**src/rtl/serial_adder.sv**
```systemverilog
// serial_adder: bit-serial ripple adder computing {cout,sum} = a + b + cin,
// one bit per clock, LSB first.
//
// Parameters:
//   WIDTH  operand width in bits (2..32), default 8
//
// Ports:
//   clk    clock; all state updates on its rising edge
//   rst    synchronous active-high reset
//   start  request an addition; accepted in IDLE or DONE, ignored in SHIFT
//   a, b   operands, captured when start is accepted
//   cin    carry-in, captured when start is accepted
//   busy   high while the serial addition is running
//   done   one-cycle pulse: sum/cout (and ovf) hold a new result
//   sum    result of the last completed addition (held between operations)
//   cout   carry-out of the last completed addition
//   ovf    signed overflow of the last result; present only when the macro
//          SERIAL_ADDER_OVF_EN is defined
module serial_adder #(
  parameter int unsigned WIDTH = 8
) (
  input  logic             clk,
  input  logic             rst,
  input  logic             start,
  input  logic [WIDTH-1:0] a,
  input  logic [WIDTH-1:0] b,
  input  logic             cin,
  output logic             busy,
  output logic             done,
  output logic [WIDTH-1:0] sum,
  output logic             cout
`ifdef SERIAL_ADDER_OVF_EN
  ,
  output logic             ovf
`endif
);

  localparam int unsigned CW = (WIDTH > 1) ? $clog2(WIDTH) : 1;

  typedef enum logic [1:0] {
    IDLE  = 2'd0,
    SHIFT = 2'd1,
    DONE  = 2'd2
  } state_e;

  state_e           state_q, state_d;
  logic [CW-1:0]    cnt_q,   cnt_d;
  logic             carry_q, carry_d;
  logic [WIDTH-1:0] opa_q,   opa_d;
  logic [WIDTH-1:0] opb_q,   opb_d;
  logic [WIDTH-1:0] res_q,   res_d;
  logic [WIDTH-1:0] sum_q,   sum_d;
  logic             cout_q,  cout_d;
`ifdef SERIAL_ADDER_OVF_EN
  logic             ovf_q,   ovf_d;
`endif

  logic fa_s, fa_c, last_bit;

  always_comb begin
    fa_s     = opa_q[0] ^ opb_q[0] ^ carry_q;
    fa_c     = (opa_q[0] & opb_q[0]) | (carry_q & (opa_q[0] ^ opb_q[0]));
    last_bit = (cnt_q == CW'(WIDTH - 1));
  end

  always_comb begin
    state_d = state_q;
    cnt_d   = cnt_q;
    carry_d = carry_q;
    opa_d   = opa_q;
    opb_d   = opb_q;
    res_d   = res_q;
    sum_d   = sum_q;
    cout_d  = cout_q;
`ifdef SERIAL_ADDER_OVF_EN
    ovf_d   = ovf_q;
`endif
    busy    = 1'b0;
    done    = 1'b0;

    case (state_q)
      IDLE, DONE: begin
        done = (state_q == DONE);
        // DONE accepts start exactly like IDLE so operations can run back to back.
        if (start) begin
          opa_d   = a;
          opb_d   = b;
          carry_d = cin;
          cnt_d   = '0;
          res_d   = '0;
          state_d = SHIFT;
        end else begin
          state_d = IDLE;
        end
      end
      SHIFT: begin
        busy    = 1'b1;
        res_d   = {fa_s, res_q[WIDTH-1:1]};
        opa_d   = opa_q >> 1;
        opb_d   = opb_q >> 1;
        carry_d = fa_c;
        cnt_d   = cnt_q + CW'(1);
        if (last_bit) begin
          // Publish on the final bit so sum never shows a partial result.
          state_d = DONE;
          sum_d   = {fa_s, res_q[WIDTH-1:1]};
          cout_d  = fa_c;
`ifdef SERIAL_ADDER_OVF_EN
          // carry_q here is the carry into the MSB.
          ovf_d   = carry_q ^ fa_c;
`endif
        end
      end
      default: state_d = IDLE;
    endcase
  end

  always_ff @(posedge clk) begin
    if (rst) begin
      state_q <= IDLE;
      cnt_q   <= '0;
      carry_q <= 1'b0;
      opa_q   <= '0;
      opb_q   <= '0;
      res_q   <= '0;
      sum_q   <= '0;
      cout_q  <= 1'b0;
`ifdef SERIAL_ADDER_OVF_EN
      ovf_q   <= 1'b0;
`endif
    end else begin
      state_q <= state_d;
      cnt_q   <= cnt_d;
      carry_q <= carry_d;
      opa_q   <= opa_d;
      opb_q   <= opb_d;
      res_q   <= res_d;
      sum_q   <= sum_d;
      cout_q  <= cout_d;
`ifdef SERIAL_ADDER_OVF_EN
      ovf_q   <= ovf_d;
`endif
    end
  end

  assign sum  = sum_q;
  assign cout = cout_q;
`ifdef SERIAL_ADDER_OVF_EN
  assign ovf  = ovf_q;
`endif

endmodule

```
**config.mk**
```make
export PLATFORM = sky130hd
export DESIGN_NAME = serial_adder
export DESIGN_NICKNAME = d
export VERILOG_FILES = /design/src/rtl/serial_adder.sv
export SDC_FILE = /design/constraint.sdc
export NUM_CORES = 1
export LEC_CHECK = 0
export CAP_MARGIN = 20
export CORE_ASPECT_RATIO = 1.25
export CORE_MARGIN = 2
export CORE_UTILIZATION = 45
export DETAILED_ROUTE_END_ITERATION = 8
export PLACE_DENSITY_LB_ADDON = 0.08
export SYNTH_ARGS = -nofsm -noshare
export SYNTH_HDL_FRONTEND = slang
export SYNTH_SLANG_ARGS = --single-unit
export TNS_END_PERCENT = 100
```
**constraint.sdc**
```tcl
create_clock -name clk -period 1.35 [get_ports clk]
set_input_delay 0.27 -clock clk [delete_from_list [all_inputs] [get_ports clk]]
set_output_delay 0.27 -clock clk [all_outputs]
set_load 0.1 [all_outputs]
```
== Yosys cells after proc, flatten, opt, wreduce, memory -nomap -nowiden ==
Index checks and enable logic that the tools add are counted.
Cells by class
  equality and inequality tests: 5
  reductions and logical operators: 5
  bitwise gates (word level): 5
  add/sub/neg operators: 1
  multiplexer cells: 15
Operator list (number)
  one-hot mux 8 bit (2 select lines): 3
  two-way mux 8 bit: 3
  one-hot mux 3 bit (2 select lines): 1
  two-way mux 1 bit: 4
  inequality test 2 bit (second input constant): 2
  one-hot mux 2 bit (2 select lines): 1
  AND reduction 2 bit: 2
  adder 3 x 1 -> 3 bit (second input constant): 1
  equality test 3 bit (second input constant): 1
  two-way mux 3 bit: 1
  bitwise AND 1 bit: 2
  equality test 2 x 1 -> 1 bit (second input constant): 1
  equality test 2 bit (second input constant): 1
  logical NOT 2 bit: 1
  two-way mux 2 bit: 1
  one-hot mux 1 bit (2 select lines): 1
  nonzero test 2 bit: 1
  OR reduction 2 bit: 1
  XOR 1 bit: 2
  OR 1 bit: 1
Word-level totals
  input bits: 20
  output and inout port bits: 11
  flip-flop bits (word level): 39

== Logic depth before layout (Yosys ltp) ==
  depth in word-level cells: 4
  depth in mapped cells: 7

== Least setup slack after synthesis ==
No wires, ideal clock.
  kind: flip-flop to output port
  from: register state_q[0]
  to: output done
  stages on the path, launching flop included: 2
  data required time: 1.080 ns
  arrival: 1.664 ns
  buffers on the path: 0
  slack: -0.584 ns
  cell sequence: dfxtp_1 -> nor2b_1
Between the ends
  longest elaborated chain between the ends: 3
  elaborated cells between the ends (all ways): 4
Ends and longest elaborated chain
  from (decl): line 46  | state_e state_q, state_d;
  from (signal assigned): line 132  | state_q <= state_d;
  equality test 2 bit or logical NOT 2 bit (tied branches): line 81, 83
  OR reduction 2 bit: line 81  | case (state_q)
  two-way mux 1 bit (*): line 81
  to (decl): line 29  | output logic done,
Mark *: on every way between the ends. The rest lies on a longest branch, timed or not.

== Worst setup path after layout ==
  from: register state_q[0]
  to: output busy
Between the ends
  longest elaborated chain between the ends: 2
Ends and longest elaborated chain
  equality test 2 x 1 -> 1 bit: line 81
  two-way mux 1 bit: line 81
  to (decl): line 28  | output logic busy,
No other way between the ends.

==> metrics.cfg <==
[synth]
synth_top_family_by_area=simple AND/OR/NAND/NOR gates
synth_nets=213
yosys_register_bits=38
synthFlopType=dfxtp_1
synth_edf_count=0
synthCells=190
synth_area_um2=1640
synthAdderAreaFrac=0.0275
yosys_warnings=0
synthSimpleGateAreaFrac=0.249
yosysSeqAreaShare=0.465
async_flop_share=0
synth_mux_area_frac=0
synth-xor-area-share=0
avgSynthCellArea_um2=8.61
synth_compound_area_frac=0.176
ys_types=21

[final_layout]
diodes=0
mostFrequentLayoutCell=nand2_1
fill_cells=301
num-nets-final=241
multi_input_area_um2=756
final_cell_mix=nand2_1 (45), dfxtp_1 (36), nand3_1 (21), a21oi_1 (21), clkdlybuf4s50_1 (19)
regArea_um2=763
syn2layout_area_growth_pct=35.2
fin_area_um2=2210
drive_gt1_frac=0.201

[die]
rows=24
die_height_um=71.4
fp.dieW_um=57.9
start_util=0.469
dieArea_um2=4140
ioPinCount=31
core_region_area_um2=3480

[global_routing]
grt_pass1_wl_um=5660
grt-ovfl-total=0
grt_pass1_vias=1387
grt_antenna_before_repair=0
grtUsageTotal=0.176
grt_max_degree=44

[worst_hold_path]
hold_class=flop to flop
whs_path_depth=2

[timing]
slew_viol_final=0
final.setup.tns_ns=0
finalSetupViolCount=0
layout_min_cycle_time_ns=1.31
post-route-period-util=0.967
fmax_mhz=766
worst_pin_slew_ns=0.227
fin_worst_skew_ns=0.00729
finalHoldViolations=0
max_slew_margin=0.848

[routing]
num_vias=1395
first_pass_iters=4
drt_iter0_markers=35
vias_per_cell=5.41
antenna_left=0
drc=0
wl_per_cell_um=12.4
totalWireLength_um=3190

[clocking]
cts.clk_slew.worst_paths_ns=0.08
h-tree-depth=2
clockBufferDepth=2
numCtsBuffers=5
ctsHoldBuffers=0
postCtsSetupBuffers=0
root_buffer=clkbuf_8
clock_latency_ns=0.30
cts.sinks=38
cts_tree=done

[worst_setup_path]
path_class=flop to output port
cp_slowest_cell=dfxtp_2
end_kind=output port
cp.arrival_ns=1.04
slowest_delay_ns=0.42
reg2reg_depth=6
critPathLaunchType=flop
required_ns=1.08
cp_max_fo=5
cp_cell_sequence=nand2b_4 -> clkinv_2 -> buf_12

[pwr]
powerDensity_nw_per_um2=1150
power.leakage_nw=0.800
comb_power_share=0.140
clkPwrFrac=0.381
p_int_mw=1.89
vdd_drop_max_uv=917
switching_share=0.255
power.switching_mw=0.646
seqPwrFrac=0.479

[placed_design]
numPortBuffers=30
place_congestion=0.703
place_area_um2=2080
dp_hpwl_um=2200

[run_status]
outcome=finished, final reports clean

[flow_run]
drv_cap=0

[per-layer routing]
metal	GRT usage	vias up	part of all wire	routed length, um
li1	-	707	-	-
met1	0.171	652	0.41	1300
met2	0.333	30	0.53	1690
met3	0.0596	6	0.045	144
met4	0.0698	0	0.018	59
met5	0	-	0	0
[sequential cells by signal (all words and copies together), names as in the netlist]
register	flops
cnt_q	3
sum	8
cout	1
opa_q	8
opb_q	8
res_q	7
carry_q	1
state_q	2
[cells in the mapped netlist, types with 3 or more instances]
| master | n | area share |
|---|---|---|
| buf_4 | 3 | 0.014 |
| a21oi_1 | 21 | 0.064 |
| dfxtp_1 | 38 | 0.47 |
| a311oi_2 | 7 | 0.064 |
| nand3_1 | 21 | 0.064 |
| nand2_1 | 45 | 0.10 |
| buf_6 | 5 | 0.034 |
| a311oi_1 | 8 | 0.043 |
| buf_2 | 4 | 0.012 |
| clkbuf_1 | 3 | 0.0069 |
| nand2_2 | 5 | 0.019 |
| nor2_1 | 17 | 0.039 |
| nand2b_1 | 3 | 0.011 |
[final cells by class]
class                   instances  share of cell area
flip-flops and latches         38               0.345
multi-input cells             134               0.342
repair buffers                 38               0.237
clock buffers                   5              0.0311
well taps                      39              0.0221
clock inverters                 3              0.0204
inverters                       1             0.00226
[critical path: cells and delay by family (launching register included)]
family | cells | cell delay [ns]
flip-flops | 1 | 0.42
AND/OR/NAND/NOR | 1 | 0.09
buffers and inverters | 2 | 0.24
[logic make-up (layout without fill, tap and decap cells)]
logic type / Yosys count / count (layout)
buffers and inverters: 18 / 47
and+or+nand+nor: 94 / 94
DFF: 38 / 38
adders and majority gates: 3 / 3
AOI/OAI and AO/OA: 37 / 37
[metrics by stage]
stage               setup WS, ns  total power [mW]   util  hold slack (ns)  cells
floorplan                 0.0722              1.49      -            0.406    190
global placement          -0.160              1.58  0.598            0.454    250
detailed placement        -0.226              1.59  0.598            0.461    250
CTS                       0.0147              2.55  0.633            0.473    258
global route            -0.00554              2.63  0.635            0.501    258
finish                    0.0448              2.54  0.635            0.471    258
[worst paths after layout]
check                          start               endpoint  slack, ns
max reg2reg    cnt_q[0]$_SDFFE_PP0P_    sum[0]$_SDFFE_PP0P_       0.12
max          state_q[0]$_SDFFE_PP0P_                   busy       0.04
min reg2reg    res_q[1]$_SDFFE_PP0P_  res_q[1]$_SDFFE_PP0P_       0.47
min            res_q[1]$_SDFFE_PP0P_  res_q[1]$_SDFFE_PP0P_       0.47
[timing repair]
action	4_1_cts	5_1_grt
gates resized for setup	3	2
hold endpoints to repair	0	0
setup endpoints to repair	1	5
[power by group through the flow]
| stage | Clock, mW | Sequential (mW) | Combinational, mW |
|---|---|---|---|
| after floorplan | 0 | 1.23 | 0.255 |
| after global placement | 0 | 1.24 | 0.341 |
| after detailed placement | 0 | 1.24 | 0.354 |
| after CTS | 0.975 | 1.22 | 0.357 |
| after global routing | 1.02 | 1.22 | 0.388 |
| final | 0.967 | 1.22 | 0.355 |
Note: power is estimated with default switching activity, not from simulation.
